**src/rtl/gsim_mem_fetch_ctrl_if.sv**
```systemverilog
// Memory read bus and row-stream bus between the GSIM fetch controller (master)
// and its environment: matrix memory plus solver core (slave).
interface gsim_mem_fetch_ctrl_if #(
    parameter int ADDR_W = 10,
    parameter int DATA_W = 256
);
    logic              mem_rreq;
    logic [ADDR_W-1:0] mem_addr;
    logic              mem_rrdy;
    logic [DATA_W-1:0] mem_dout;
    logic              mem_dout_vld;

    logic              row_vld;
    logic              row_rdy;
    logic [DATA_W-1:0] row_data;
    logic [4:0]        row_mat;
    logic [4:0]        row_idx;
    logic              row_last;

    modport master (
        output mem_rreq, mem_addr,
        input  mem_rrdy, mem_dout, mem_dout_vld,
        output row_vld, row_data, row_mat, row_idx, row_last,
        input  row_rdy
    );

    modport slave (
        input  mem_rreq, mem_addr,
        output mem_rrdy, mem_dout, mem_dout_vld,
        input  row_vld, row_data, row_mat, row_idx, row_last,
        output row_rdy
    );
endinterface

```
**src/rtl/gsim_mem_fetch_ctrl.sv**
```systemverilog
// Credit-limited read scheduler feeding tagged matrix words to the GSIM solver core.
// Optional GSIM_FETCH_PERF_EN adds a saturating stall counter output (stall_cnt).
module gsim_mem_fetch_ctrl #(
    parameter int MAT_WORDS  = 17,
    parameter int FIFO_DEPTH = 4,
    parameter int ADDR_W     = 10,
    parameter int DATA_W     = 256
) (
    input  logic                          clk,
    input  logic                          reset,
    input  logic                          start,
    input  logic [4:0]                    matrix_num,
    output logic                          busy,
    output logic                          done,
    output logic                          err,
    gsim_mem_fetch_ctrl_if.master         bus
`ifdef GSIM_FETCH_PERF_EN
    ,
    output logic [15:0]                   stall_cnt
`endif
);
    localparam int PW = $clog2(FIFO_DEPTH);
    localparam int CW = PW + 1;

    typedef enum logic [1:0] {S_IDLE, S_FETCH, S_DRAIN, S_DONE} state_t;

    state_t            state_reg, state_next;
    logic [ADDR_W-1:0] addr_reg, addr_next;
    logic [ADDR_W-1:0] total_reg, start_total;
    logic              rreq_reg, rreq_next;
    logic [CW-1:0]     out_reg, out_next;
    logic [CW-1:0]     cnt_reg, cnt_next;
    logic [CW:0]       credit_sum;
    logic [PW-1:0]     wr_ptr_reg, rd_ptr_reg;
    logic [4:0]        ret_mat_reg, ret_row_reg;
    logic              err_reg;

    logic              start_acc, accept, push, pop, row_vld;

    logic [DATA_W-1:0] data_mem [FIFO_DEPTH];
    logic [4:0]        mat_mem  [FIFO_DEPTH];
    logic [4:0]        row_mem  [FIFO_DEPTH];

    assign start_acc   = (state_reg == S_IDLE) && start;
    assign accept      = rreq_reg && bus.mem_rrdy;
    // Returns with nothing outstanding are stray beats: dropped and flagged.
    assign push        = bus.mem_dout_vld && (out_reg != '0);
    assign row_vld     = (cnt_reg != '0);
    assign pop         = row_vld && bus.row_rdy;
    assign start_total = ADDR_W'(32'(matrix_num) * MAT_WORDS);

    assign out_next    = out_reg + CW'(accept) - CW'(push);
    assign cnt_next    = cnt_reg + CW'(push) - CW'(pop);
    assign addr_next   = start_acc ? '0 : addr_reg + ADDR_W'(accept);
    assign credit_sum  = {1'b0, out_next} + {1'b0, cnt_next};

    always_comb begin
        state_next = state_reg;
        rreq_next  = 1'b0;
        case (state_reg)
            S_IDLE:  if (start) state_next = (matrix_num == 5'd0) ? S_DONE : S_FETCH;
            S_FETCH: if (addr_next == total_reg) state_next = S_DRAIN;
            S_DRAIN: if (out_next == '0 && cnt_next == '0) state_next = S_DONE;
            S_DONE:  state_next = S_IDLE;
            default: state_next = S_IDLE;
        endcase
        // Request is registered, so grant it from next-cycle credit state.
        if (state_next == S_FETCH && credit_sum < (CW+1)'(FIFO_DEPTH))
            rreq_next = 1'b1;
    end

    always_ff @(posedge clk or posedge reset) begin
        if (reset) begin
            state_reg   <= S_IDLE;
            addr_reg    <= '0;
            total_reg   <= '0;
            rreq_reg    <= 1'b0;
            out_reg     <= '0;
            cnt_reg     <= '0;
            wr_ptr_reg  <= '0;
            rd_ptr_reg  <= '0;
            ret_mat_reg <= '0;
            ret_row_reg <= '0;
            err_reg     <= 1'b0;
        end else begin
            state_reg <= state_next;
            addr_reg  <= addr_next;
            rreq_reg  <= rreq_next;
            out_reg   <= out_next;
            cnt_reg   <= cnt_next;
            if (start_acc) total_reg <= start_total;
            if (push) wr_ptr_reg <= wr_ptr_reg + PW'(1);
            if (pop)  rd_ptr_reg <= rd_ptr_reg + PW'(1);
            if (start_acc) begin
                ret_mat_reg <= '0;
                ret_row_reg <= '0;
            end else if (push) begin
                if (ret_row_reg == 5'(MAT_WORDS - 1)) begin
                    ret_row_reg <= '0;
                    ret_mat_reg <= ret_mat_reg + 5'd1;
                end else begin
                    ret_row_reg <= ret_row_reg + 5'd1;
                end
            end
            if (start_acc)
                err_reg <= 1'b0;
            else if (bus.mem_dout_vld && out_reg == '0)
                err_reg <= 1'b1;
        end
    end

    always_ff @(posedge clk) begin
        if (push) begin
            data_mem[wr_ptr_reg] <= bus.mem_dout;
            mat_mem[wr_ptr_reg]  <= ret_mat_reg;
            row_mem[wr_ptr_reg]  <= ret_row_reg;
        end
    end

    // Head outputs are forced to zero while empty so reset/idle values are clean.
    assign bus.row_vld  = row_vld;
    assign bus.row_data = row_vld ? data_mem[rd_ptr_reg] : '0;
    assign bus.row_mat  = row_vld ? mat_mem[rd_ptr_reg] : 5'd0;
    assign bus.row_idx  = row_vld ? row_mem[rd_ptr_reg] : 5'd0;
    assign bus.row_last = row_vld && (row_mem[rd_ptr_reg] == 5'(MAT_WORDS - 1));
    assign bus.mem_rreq = rreq_reg;
    assign bus.mem_addr = addr_reg;

    assign busy = (state_reg == S_FETCH) || (state_reg == S_DRAIN);
    assign done = (state_reg == S_DONE);
    assign err  = err_reg;

`ifdef GSIM_FETCH_PERF_EN
    logic [15:0] stall_reg;
    logic [1:0]  stall_inc;
    logic [16:0] stall_sum;

    assign stall_inc = 2'(state_reg == S_FETCH && rreq_reg && !bus.mem_rrdy)
                     + 2'(row_vld && !bus.row_rdy);
    assign stall_sum = {1'b0, stall_reg} + 17'(stall_inc);

    always_ff @(posedge clk or posedge reset) begin
        if (reset)
            stall_reg <= '0;
        else if (start_acc)
            stall_reg <= '0;
        else
            stall_reg <= stall_sum[16] ? 16'hFFFF : stall_sum[15:0];
    end

    assign stall_cnt = stall_reg;
`endif
endmodule

```
**src/flat_wrapper.sv**
```systemverilog
// flat-port wrapper written by rule: the top's interface ports become plain ports
module gsim_mem_fetch_ctrl_flat 
#(
    parameter int MAT_WORDS  = 17,
    parameter int FIFO_DEPTH = 4,
    parameter int ADDR_W     = 10,
    parameter int DATA_W     = 256
)
  (clk, reset, start, matrix_num, busy, done, err, bus_mem_rreq, bus_mem_addr, bus_mem_rrdy, bus_mem_dout, bus_mem_dout_vld, bus_row_vld, bus_row_data, bus_row_mat, bus_row_idx, bus_row_last, bus_row_rdy);
  gsim_mem_fetch_ctrl_if #(.ADDR_W(ADDR_W), .DATA_W(DATA_W)) bus_i ();
  input  logic clk;
  input  logic reset;
  input  logic start;
  input  logic [4:0] matrix_num;
  output logic busy;
  output logic done;
  output logic err;
  output wire logic [$bits(bus_i.mem_rreq)-1:0] bus_mem_rreq;
  output wire logic [$bits(bus_i.mem_addr)-1:0] bus_mem_addr;
  input wire logic [$bits(bus_i.mem_rrdy)-1:0] bus_mem_rrdy;
  input wire logic [$bits(bus_i.mem_dout)-1:0] bus_mem_dout;
  input wire logic [$bits(bus_i.mem_dout_vld)-1:0] bus_mem_dout_vld;
  output wire logic [$bits(bus_i.row_vld)-1:0] bus_row_vld;
  output wire logic [$bits(bus_i.row_data)-1:0] bus_row_data;
  output wire logic [$bits(bus_i.row_mat)-1:0] bus_row_mat;
  output wire logic [$bits(bus_i.row_idx)-1:0] bus_row_idx;
  output wire logic [$bits(bus_i.row_last)-1:0] bus_row_last;
  input wire logic [$bits(bus_i.row_rdy)-1:0] bus_row_rdy;
  assign bus_mem_rreq = bus_i.mem_rreq;
  assign bus_mem_addr = bus_i.mem_addr;
  assign bus_i.mem_rrdy = bus_mem_rrdy;
  assign bus_i.mem_dout = bus_mem_dout;
  assign bus_i.mem_dout_vld = bus_mem_dout_vld;
  assign bus_row_vld = bus_i.row_vld;
  assign bus_row_data = bus_i.row_data;
  assign bus_row_mat = bus_i.row_mat;
  assign bus_row_idx = bus_i.row_idx;
  assign bus_row_last = bus_i.row_last;
  assign bus_i.row_rdy = bus_row_rdy;
  gsim_mem_fetch_ctrl #(.MAT_WORDS(MAT_WORDS), .FIFO_DEPTH(FIFO_DEPTH), .ADDR_W(ADDR_W), .DATA_W(DATA_W)) u_core (.clk(clk), .reset(reset), .start(start), .matrix_num(matrix_num), .busy(busy), .done(done), .err(err), .bus(bus_i));
endmodule
```
**config.mk**
```make
export PLATFORM = sky130hd
export DESIGN_NAME = gsim_mem_fetch_ctrl_flat
export DESIGN_NICKNAME = d
export VERILOG_FILES = /design/src/rtl/gsim_mem_fetch_ctrl_if.sv /design/src/rtl/gsim_mem_fetch_ctrl.sv /design/src/flat_wrapper.sv
export SDC_FILE = /design/constraint.sdc
export NUM_CORES = 1
export LEC_CHECK = 0
export ABC_AREA = 1
export CORE_ASPECT_RATIO = 1.25
export CORE_MARGIN = 2
export CORE_UTILIZATION = 50
export CTS_CLUSTER_SIZE = 30
export DETAILED_ROUTE_END_ITERATION = 6
export PLACE_DENSITY = 0.76
export SLEW_MARGIN = 20
export SYNTH_ARGS = -nofsm -noshare
export SYNTH_HDL_FRONTEND = slang
export SYNTH_SLANG_ARGS = --single-unit
```
**constraint.sdc**
```tcl
create_clock -name clk -period 11.8 [get_ports clk]
set_input_delay 1.18 -clock clk [delete_from_list [all_inputs] [get_ports clk]]
set_output_delay 1.18 -clock clk [all_outputs]
set_load 0.1 [all_outputs]
```
==> metrics <==
Remaining DRCs=0; Die Footprint=89,200 um2; Max FO, Critical Path=roughly 190; post-place setup slack=roughly 6.0 ns; Critical Path RT=between 10 and 15 ns; die span in x=268 um; gr ovfl total=0; Largest delay share family, worst path=buffers and inverters; num ports=549; Reg clk slew, reported paths=approximately 0.060 ns; Worst path most repeated cell=nor2_1; initial antenna violation count=21; Total GRT Usage=0.231; slowest stage cell, crit path=clkdlybuf4s50_1; syn_area_per_cell=about 13 um2; final hold vios=0; first-pass GRT wire length=about 160 mm; share of the yosys chip area belonging to registers=0.762; final slew viol count=0; pin count of the biggest net entering global routing=286; Die H=approximately 330 um; total CTS buffers=around 110; Crit Path Class=reg2out; CP peak stage delay=about 1.2 ns; Via Count=between 20,000 and 30,000; share of layout cells above drive strength 1=0.0537; Antenna Nets Post-Route=0; Hold Crit Class=reg2reg; number of placement rows=120; met2 usage=0.387; CTS tree=yes; Detailed Routing Iterations Pass 1=5; GRT met3 Usage=0.0582; vias in the first global route=about 27,000; fin worst setup slack=5.22 ns; final instance area=between 50,000 and 60,000 um2; Seq cells post-synth=~1,100; Synth cell types=38; met1 Use GR=0.281; Largest Register=u_core.data_mem; post-CTS setup repair buffer count=0; DPL Wire Length=~60 mm; Tmin final=6.58 ns; total of max-cap violations=0; measured slew at the worst slew-check pin=about 1.3 ns; Max Clk Rate=about 150 MHz; final-report setup violation count=0; Initial DRC Count=2,574; # resized after CTS=0; Mapped Area=approximately 43,000 um2; Initial Util=0.505; most utilized layer in the global route result=met2; final WL=around 110 mm; Top Registers=u_core.data_mem (1024), u_core.mat_mem (20), u_core.row_mem (20); Ys Warns=0; Longest Clk Path Bufs=3; CP endpoint kind=output pin; CTS Hold Buffers Added=0; unrepaired setup endpoints after global routing=false; final hold slack=between 0.5 and 0.6 ns; nets@finish=between 4,000 and 5,000; routability congestion estimate=approximately 0.80; Worst slew margin=0.151; port bufs=between 500 and 600; core area=85,900 um2; Via density=approximately 5.4; Syn Nets=around 3,700; drt wl/cell=just over 20 um; WP data arrival=5.40 ns; outcome=complete, no violations; max reg flops=1,024; H-tree Lvls=3; Clock Skews=~0.027 ns; Cell Chain, Critical Path=buf_12 > buf_4 > nor2_1 > nor2_1 > o21ai_0 > a21oi_1 > clkdlybuf4s50_1; Startpoint Class=flip-flop; Buf/Inv on CP=3; Layout area overhead=23.0%; CTS sink count=1,108; later-pin clock latency in the skew report=just under 0.7 ns; clk root buf=clkbuf_16; placed instance area=roughly 50,000 um2; Final Cycle Share=0.558; Synth Instances=approximately 3,400
==> final cells by class <==
class	instances	area [um2]
sequential	1108	33100
fill	6333	32500
multi-input combinational	2060	9300
timing repair buffer	574	5810
clock buffer	125	2740
tap	1159	1450
clock inverter	72	736
inverter	65	259
antenna	15	37.5
==> tightest hold or removal path, delay by kind of cell (launching register included) <==
family / cells / cell delay (ns)
AND/OR/NAND/NOR: 2 / 0.12
flip-flops: 1 / 0.36
==> logic make-up (layout without fill, tap and decap cells) <==
family | count (synthesis) | count (layout) | synth area share
simple gates | 1197 | 1197 | 0.107
flops | 1108 | 1108 | 0.762
compound gates | 826 | 826 | 0.0961
fa+ha+maj | 26 | 26 | 0.00784
xor+xnor | 11 | 11 | 0.00222
buf+inv | 274 | 836 | 0.0251
other cells | 0 | 15 | 0
==> layer usage <==
| layer | vias to the layer above | routed length, um |
|---|---|---|
| li1 | 13100 | - |
| met1 | 13700 | 39900 |
| met2 | 1058 | 53700 |
| met3 | 199 | 8890 |
| met4 | 16 | 3920 |
| met5 | - | 110 |
==> layout by cell type (no fill, tap or decap), types with 4 or more instances in the layout <==
cell and count:
a21oi_1 275, a32o_1 4, buf_12 9, buf_4 16, bufinv_16 11, clkbuf_1 17, clkbuf_16 106, clkdlybuf4s50_1 547
clkinv_1 24, clkinv_2 20, clkinvlp_4 9, dfrtp_1 42, diode_2 15, edfxtp_1 1064, ha_1 24, inv_1 59
inv_6 4, nand2_1 70, nand2_2 5, nand3_1 19, nand3_2 7, nand4_1 9, nor2_1 1070, nor2_4 5
o21ai_0 537, xnor2_1 4, xor2_1 7
==> synthesized netlist by cell type (all sizes together) <==
cell type | instances | area (um2)
or2 | 1 | 6.26
nand4 | 9 | 56.3
o21a | 1 | 7.51
and3 | 1 | 6.26
dfrtp | 44 | 1100
ha | 24 | 300
a32o | 4 | 40.0
edfxtp | 1064 | 32000
a21oi | 276 | 1390
nand2 | 76 | 305
o22ai | 2 | 12.5
inv | 64 | 240
a21boi | 1 | 7.51
nor3 | 4 | 25.0
nor4 | 3 | 18.8
nor2 | 1077 | 4070
clkbuf | 152 | 571
xnor2 | 4 | 35.0
fa | 2 | 40.0
o21bai | 1 | 11.3
clkinv | 1 | 3.75
xor2 | 7 | 61.3
buf | 57 | 274
o21ai | 540 | 2700
a31oi | 1 | 6.26
nand3 | 26 | 165
==> per-stage QoR <==
step                 util   TNS, ns  std cells
finish              0.622         0       5178
global route        0.622         0       5176
CTS                 0.621         0       5162
detailed placement  0.580         0       4965
global placement    0.580         0       4965
floorplan               -  -1562.42       3442
==> worst paths after layout <==
| kind | from | end | slack [ns] | cells past startpoint |
|---|---|---|---|---|
| setup / recovery | u_core.rd_ptr_reg[0] | bus_row_data[161] | 5.22 | 7 |
| hold / removal | u_core.total_reg[2] | u_core.total_reg[2] | 0.51 | 2 |
| setup reg to reg | u_core.cnt_reg[1] | u_core.bus.mem_rreq | 7.52 | 17 |
| hold reg to reg | u_core.total_reg[2] | u_core.total_reg[2] | 0.51 | 2 |
| max in group asynchronous | reset | u_core.rd_ptr_reg[0] | 10.03 | 2 |
| min in group asynchronous | reset | u_core.bus.mem_addr[3] | 1.05 | 2 |
Power is not shown: default switching activity piles up to over one toggle a cycle in this logic, so the estimate is an artifact.
